===== config.mk =====
export PLATFORM = sky130hd
export DESIGN_NAME = shift4_feeder
export DESIGN_NICKNAME = d
export VERILOG_FILES = /design/src/rtl/shift4_feeder.sv
export SDC_FILE = /design/constraint.sdc
export NUM_CORES = 1
export LEC_CHECK = 0
export ABC_AREA = 1
export ABC_CLOCK_PERIOD_IN_PS = 2750
export CORE_ASPECT_RATIO = 2
export CORE_MARGIN = 2
export CORE_UTILIZATION = 57
export CTS_BUF_LIST = sky130_fd_sc_hd__clkbuf_2 sky130_fd_sc_hd__clkbuf_4 sky130_fd_sc_hd__clkbuf_8
export DETAILED_ROUTE_END_ITERATION = 6
export HOLD_SLACK_MARGIN = 0.06
export PLACE_DENSITY = 0.77
export SYNTH_ARGS = -nofsm -noshare
export SYNTH_HDL_FRONTEND = slang
export SYNTH_SLANG_ARGS = --single-unit

===== constraint.sdc =====
create_clock -name clk -period 2.75 [get_ports clk]
set_input_delay 0.4125 -clock clk [delete_from_list [all_inputs] [get_ports clk]]
set_output_delay 0.4125 -clock clk [all_outputs]
set_load 0.01 [all_outputs]

===== src/rtl/shift4_feeder.sv =====
// shift4_feeder
//   Buffers upstream words in a small FIFO and feeds them, one at a time,
//   to a downstream Shift4: a one-cycle load strobe with the parallel word,
//   followed by exactly `size` enabled shift cycles. `stall` pauses shifting.
//
// Ports
//   clk         single clock, rising edge
//   areset_n    asynchronous active-low reset
//   in_valid    upstream word valid
//   in_data     upstream word [size-1:0]
//   in_ready    FIFO can accept a word (not full)
//   stall       pause shifting (ignored in IDLE and LOAD)
//   sh_load     load strobe to Shift4 (registered)
//   sh_ena      shift enable to Shift4 (registered)
//   sh_data     parallel word to Shift4, held from pop to next pop (registered)
//   busy        high whenever the FSM is not IDLE (registered)
//   word_done   one-cycle pulse on the last enabled shift of a word (registered)
//   fifo_count  FIFO occupancy [$clog2(DEPTH):0]
module shift4_feeder #(
    parameter int size  = 4,
    parameter int DEPTH = 4
) (
    input  logic                     clk,
    input  logic                     areset_n,
    input  logic                     in_valid,
    input  logic [size-1:0]          in_data,
    output logic                     in_ready,
    input  logic                     stall,
    output logic                     sh_load,
    output logic                     sh_ena,
    output logic [size-1:0]          sh_data,
    output logic                     busy,
    output logic                     word_done,
    output logic [$clog2(DEPTH):0]   fifo_count
);

    localparam int AW = $clog2(DEPTH);
    localparam int CW = AW + 1;
    localparam int NW = $clog2(size) + 1;

    typedef enum logic [1:0] {IDLE, LOAD, SHIFT} state_t;

    state_t             state, state_n;
    logic [size-1:0]    mem [DEPTH];
    logic [AW-1:0]      wptr, rptr;
    logic               push, pop, has_word, last_shift;
    logic               load_n, ena_n, done_n, busy_n;
    logic [size-1:0]    data_n;
    logic [NW-1:0]      cnt, cnt_n, cnt_inc;

    assign in_ready = (fifo_count != CW'(DEPTH));
    assign push     = in_valid && in_ready;
    assign has_word = (fifo_count != '0);

    // cnt holds the number of enabled cycles issued before the current one;
    // the current cycle is the last one when it is enabled and cnt == size-1.
    assign cnt_inc    = cnt + NW'(sh_ena);
    assign last_shift = sh_ena && (cnt == NW'(size - 1));

    always_comb begin
        state_n = state;
        load_n  = 1'b0;
        ena_n   = 1'b0;
        done_n  = 1'b0;
        busy_n  = busy;
        data_n  = sh_data;
        cnt_n   = cnt;
        pop     = 1'b0;
        case (state)
            IDLE: begin
                if (has_word) begin
                    pop     = 1'b1;
                    data_n  = mem[rptr];
                    load_n  = 1'b1;
                    busy_n  = 1'b1;
                    state_n = LOAD;
                end
            end
            LOAD: begin
                cnt_n   = '0;
                ena_n   = !stall;
                done_n  = !stall && (size == 1);
                state_n = SHIFT;
            end
            SHIFT: begin
                if (last_shift) begin
                    // Chain straight into the next word without an IDLE cycle.
                    if (has_word) begin
                        pop     = 1'b1;
                        data_n  = mem[rptr];
                        load_n  = 1'b1;
                        state_n = LOAD;
                    end else begin
                        busy_n  = 1'b0;
                        state_n = IDLE;
                    end
                end else begin
                    cnt_n  = cnt_inc;
                    ena_n  = !stall;
                    done_n = !stall && (cnt_inc == NW'(size - 1));
                end
            end
            default: begin
                busy_n  = 1'b0;
                state_n = IDLE;
            end
        endcase
    end

    always_ff @(posedge clk or negedge areset_n) begin
        if (!areset_n) begin
            state <= IDLE;
        end else begin
            state <= state_n;
        end
    end

    always_ff @(posedge clk or negedge areset_n) begin
        if (!areset_n) begin
            sh_load   <= 1'b0;
            sh_ena    <= 1'b0;
            sh_data   <= '0;
            busy      <= 1'b0;
            word_done <= 1'b0;
            cnt       <= '0;
        end else begin
            sh_load   <= load_n;
            sh_ena    <= ena_n;
            sh_data   <= data_n;
            busy      <= busy_n;
            word_done <= done_n;
            cnt       <= cnt_n;
        end
    end

    // FIFO storage carries no reset; validity is tracked by the pointers.
    always_ff @(posedge clk) begin
        if (push) begin
            mem[wptr] <= in_data;
        end
    end

    always_ff @(posedge clk or negedge areset_n) begin
        if (!areset_n) begin
            wptr       <= '0;
            rptr       <= '0;
            fifo_count <= '0;
        end else begin
            if (push) begin
                wptr <= wptr + AW'(1);
            end
            if (pop) begin
                rptr <= rptr + AW'(1);
            end
            case ({push, pop})
                2'b10:   fifo_count <= fifo_count + CW'(1);
                2'b01:   fifo_count <= fifo_count - CW'(1);
                default: fifo_count <= fifo_count;
            endcase
        end
    end

endmodule


=== Word-level counts from Yosys, hierarchy flattened ===
Memories as Yosys holds them, arrays and structs flattened.
Index checks and enable logic that the tools add are counted.

* Output and inout port bits: 12
* Bits in registers: 20
* Input bits: 8
* Memories: 1
* ROM bits: 0
* RAM bits: 16
* Latch bits: 0

* Reductions and logical operators: 13
* Divide/modulo/power cells: 0
* Mux-type cells: 23
* Equal/unequal tests: 11
* Shifts and indexed selects: 0
* $mul: 0
* Add/sub/neg operators: 5
* Order comparisons: 0
* Bitwise operators: 1

{| class="wikitable"
|+ Memory list
! name !! depth !! bits a word !! rd ports !! clocked after memory_dff !! write ports !! RTL line !! text
|-
| mem || 4 || 4 || 1 || 0 || 1 || 44 || <nowiki>logic [size-1:0] mem [DEPTH];</nowiki>
|}

{| class="wikitable"
|+ Operator list
! operator !! number
|-
| $pmux W3 S2 || 2
|-
| $mux W1 || 11
|-
| $mux W4 || 2
|-
| $ne A2 B2 Y1 const B || 4
|-
| $pmux W4 S2 || 1
|-
| $eq A3 B2 Y1 const B || 2
|-
| $pmux W2 S3 || 1
|-
| $reduce_and A2 Y1 || 3
|-
| $reduce_bool A2 Y1 || 3
|-
| $add A2 B1 Y2 const B || 2
|-
| $eq A2 B1 Y1 const B || 2
|-
| $eq A2 B2 Y1 const B || 2
|-
| $mux W2 || 2
|-
| $pmux W1 S2 || 2
|-
| $reduce_and A4 Y1 || 1
|-
| $add A3 B1 Y3 || 1
|-
| $add A3 B1 Y3 const B || 1
|-
| $logic_and A1 B1 Y1 || 3
|-
| $mux W3 || 1
|-
| $ne A3 B3 Y1 const B || 1
|-
| $pmux W1 S3 || 1
|-
| $reduce_bool A3 Y1 || 1
|-
| $sub A3 B1 Y3 const B || 1
|-
| $logic_not A2 Y1 || 1
|-
| 2 further kinds || 2
|}

=== Longest topological paths before layout ===
* Word-level depth: 6
* Depth in mapped cells: 10
* Depth with buffers taken out: 10

=== Worst setup path before layout ===
No wires, ideal clock.

* Path type: reg-to-reg
* From: register state[0]
* To: register fifo_count[2]
* Arrival time: 2.005 ns
* Stages on the path, launching flop included: 11
* Path buffers: 0
* Clock period less this slack: 2.136 ns
* Required time: 2.619 ns
* Setup slack: 0.614 ns
* Setup time: 0.131 ns
* Cell sequence: dfrtp_1 > inv_1 > ha_1 > nand2_4 > o21ai_2 > ha_1 > inv_1 > fa_1 > a21oi_1 > o21ai_0 > xor2_1

* Word-level cells in the longest chain between the ends: 4

{| class="wikitable"
|+ RTL lines
! what !! RTL line !! text
|-
| start, declared || 43 || <nowiki>state_t state, state_n;</nowiki>
|-
| start signal, assigned || 114 || <nowiki>state <= state_n;</nowiki>
|-
| $eq A2 B2 Y1 or $logic_not A2 Y1 (tied branches) || n/a ||
|-
| $pmux W1 S2 (*) || n/a ||
|-
| named net load_n || 47 || <nowiki>logic load_n, ena_n, done_n, busy_n;</nowiki>
|-
| $eq A2 B1 Y1 or $eq A2 B2 Y1 (tied branches) || 155 || <nowiki>case ({push, pop})</nowiki>
|-
| $pmux W3 S2 or $reduce_bool A2 Y1 (tied branches) || n/a ||
|-
| end signal, assigned || 156 || <nowiki>2'b10: fifo_count <= fifo_count + CW'(1);</nowiki>
|-
| end signal, assigned || 157 || <nowiki>2'b01: fifo_count <= fifo_count - CW'(1);</nowiki>
|-
| end signal, assigned || 158 || <nowiki>default: fifo_count <= fifo_count;</nowiki>
|-
| end, declared || 34 || <nowiki>output logic [$clog2(DEPTH):0] fifo_count</nowiki>
|}

Mark *: on every way through the listed nets, which the timed path passes. The rest lies on a longest branch.
A chain may end at the register's enable or synchronous reset.

=== Final worst setup path ===
Ends and elaborated chain as after synthesis.

==> results.md <==
- Status: finished clean
- Number of H-tree levels: 2
- Crit path max fanout: 6
- Final Util: 0.710
- Tot Pwr: 2.42 mW
- Final Hold Vio Count: 0
- Reg clk slew, reported paths: around 0.070 ns
- Root Driver: clkbuf_8
- Mapped Area: around 0.0018 mm2
- Area Overhead vs Synth: 18.7%
- CTS tree: yes
- Required @ worst endpoint: around 2.9 ns
- Post-CTS Setup Bufs: 0
- Syn_nets: 193
- Syn avg cell area: roughly 10 um2
- Global-route wire length before repair: roughly 5400 um
- WP data arrival: 2.53 ns
- PwrDens: 1160 mW/mm2
- Sequential fraction of the synthesis area: 0.558
- # diodes: 0
- Starting density of the core: 0.598
- CP endpoint kind: flop
- 1st-pass router iterations: 4
- I/O Buffers: 19
- Sink Count: 36
- Maximum clock path buffer count: 2
- Via count: ~1200
- Worst-Skew Late Latency: between 0.2 and 0.3 ns
- Slew HR: 0.399
- P_leak: 0.962 nW
- Slew @ Worst Pin: ~0.9 ns
- Register area: 981 um2
- Die W: around 43 um
- ANT nets after route: 0
- HPWL reported at the end of detailed placement: between 2000 and 2500 um
- Die height: 82.6 um
- Vias in the first global route: 1273
- Core box area: a little under 0.003 mm2
- Number of fill cells: 223
- Total track usage: 0.204
- Largest net degree at the start of global routing: 21
- Worst hold slack: around 0.48 ns
- CTS Buf Count: 5
- Drc violations: 0
- Grt total ovfl: 0
- Synthesized instance count: ~170
- Resized cells post-CTS: 0
- Peak Freq: ~0.42 GHz
- Die ar.: between 0.003 and 0.004 mm2
- Area occupied by multi-input gates: just under 700 um2
- FP Rows: 28
- Cell Count, Final, Fillers Out: about 230
- Starting DRT DRC Count: 15
- Worst hold path type: reg -> reg
- WL final: between 3000 and 4000 um
- Startpoint types: flop
- Worst ir drop on vdd: a little over 0.8 mV
- Syn. warnings: 0
- Max_cap viols: 0
- RSZ-0062 raised after global routing: false
- Count of cell types in the netlist: 23
- # setup viols final: 0
- Setup TNS Final: 0 ns
- Dpl cells: 220
- Hold Buf Count CTS: 0
- Avg WL per Cell: 13.6 um
- Final setup skew: 0.00275 ns
- Gp weighted congestion: just under 0.8
- Crit share post-route: 0.858
- Proportion of layout cells with a drive suffix above 1: 0.126
- Initial antenna violation count: 0
- Seq cells post-synth: 36
- Vias per cell: 5.23
- Nets@finish: between 200 and 250
- # IOs: 20
- Setup CP Type: reg -> reg
- Post-layout minimum cycle time: 2.36 ns
- Slew Limit Fails: 0
==> final timing paths <==
path                                         from                        end  slack [ns]  cells past startpoint
setup / recovery             state[0]$_DFFE_PN0P_  fifo_count[2]$_DFFE_PN0P_        0.39                     10
hold / removal             sh_data[3]$_DFFE_PN0P_     sh_data[3]$_DFFE_PN0P_        0.48                      2
setup reg to reg             state[0]$_DFFE_PN0P_  fifo_count[2]$_DFFE_PN0P_        0.39                     10
hold reg to reg            sh_data[3]$_DFFE_PN0P_     sh_data[3]$_DFFE_PN0P_        0.48                      2
max in group asynchronous                areset_n         cnt[2]$_DFFE_PN0P_        1.57                      1
min in group asynchronous                areset_n       state[0]$_DFFE_PN0P_        0.63                      1
==> cell usage after synthesis <==
master | instances | area [um2]
nand2_1 | 26 | 97.6
inv_1 | 24 | 90.1
nor2_1 | 22 | 82.6
dfrtp_1 | 20 | 500
edfxtp_1 | 16 | 480
ha_1 | 11 | 138
o21ai_0 | 10 | 50.1
nand3_1 | 8 | 40.0
nand2_2 | 6 | 37.5
nand2_4 | 5 | 56.3
o21ai_1 | 5 | 25.0
a21oi_1 | 4 | 20.0
xor2_1 | 4 | 35.0
buf_2 | 2 | 10.0
o21ai_2 | 2 | 17.5
fa_1 | 1 | 20.0
inv_2 | 1 | 3.75
nand3b_1 | 1 | 7.51
nand4_1 | 1 | 6.26
nor2_4 | 1 | 11.3
nor3_2 | 1 | 10.0
o21bai_2 | 1 | 11.3
xnor2_1 | 1 | 8.76
==> cells in the final DEF (no fill, tap or decap), types with 2 or more instances in the layout <==
cell type,instances
nand3_1,8
nor2_1,22
clkbuf_8,5
nand2_1,26
a21oi_1,4
o21ai_0,10
nand2_4,5
o21ai_2,2
edfxtp_1,16
dfrtp_1,20
inv_1,24
ha_1,11
nand2_2,6
o21ai_1,5
xor2_1,4
clkdlybuf4s50_1,19
==> critical path, stage by stage (launching register included) <==
cell     delay [ns]
dfrtp_1        0.41
inv_1          0.10
ha_1           0.37
nand2_4        0.11
o21ai_2        0.21
ha_1           0.18
inv_1          0.07
fa_1           0.38
a21oi_1        0.14
o21ai_0        0.11
xor2_1         0.15
==> routing by layer <==
metal / vias up / track usage / part of all wire
li1: 596 / - / -
met1: 562 / 0.199 / 0.36
met2: 28 / 0.390 / 0.57
met3: 6 / 0.0435 / 0.041
met4: 0 / 0.100 / 0.022
met5: - / 0 / 0
==> sequential cells by signal (all words and copies together) (netlist names) <==
register and count:
mem 16, sh_data 4, sh_load 1, state 2, cnt 3, wptr 2, busy 1, rptr 2
fifo_count 3, word_done 1, sh_ena 1
==> power breakdown <==
group / internal (mW) / switching, mW / leakage, nW / total, mW
Sequential: 0.748 / 0.139 / 0.397 / 0.887
Clock: 0.268 / 0.188 / 0.0541 / 0.456
Combinational: 0.457 / 0.624 / 0.511 / 1.08
Total: 1.47 / 0.951 / 0.962 / 2.42
==> cell families (layout without fill, tap and decap cells) <==
group / count (synthesis) / count (layout) / synth area share
AO/OA/AOI/OAI: 22 / 22 / 0.0704
XOR/XNOR: 5 / 5 / 0.0249
adder cells (fa/ha/maj): 12 / 12 / 0.0896
buffers and inverters: 27 / 52 / 0.0590
flip-flops: 36 / 36 / 0.558
AND/OR/NAND/NOR: 71 / 71 / 0.198
==> metrics by stage <==
stage / setup WS, ns / cell area (um2)
finish: 0.391 / 2090
detailed placement: 0.375 / 1980
floorplan: 0.614 / 1760
global placement: 0.525 / 1980
CTS: 0.362 / 2090
global route: 0.218 / 2090
==> layout make-up <==
type / instances / share of cell area
Clock buffer: 5 / 0.0330
Inverter: 25 / 0.0449
Clock inverter: 3 / 0.0204
Tap cell: 30 / 0.0180
Sequential cell: 36 / 0.470
Timing Repair Buffer: 19 / 0.0911
Multi-Input combinational cell: 110 / 0.323
No activity file was read; power rests on OpenSTA's default activity.
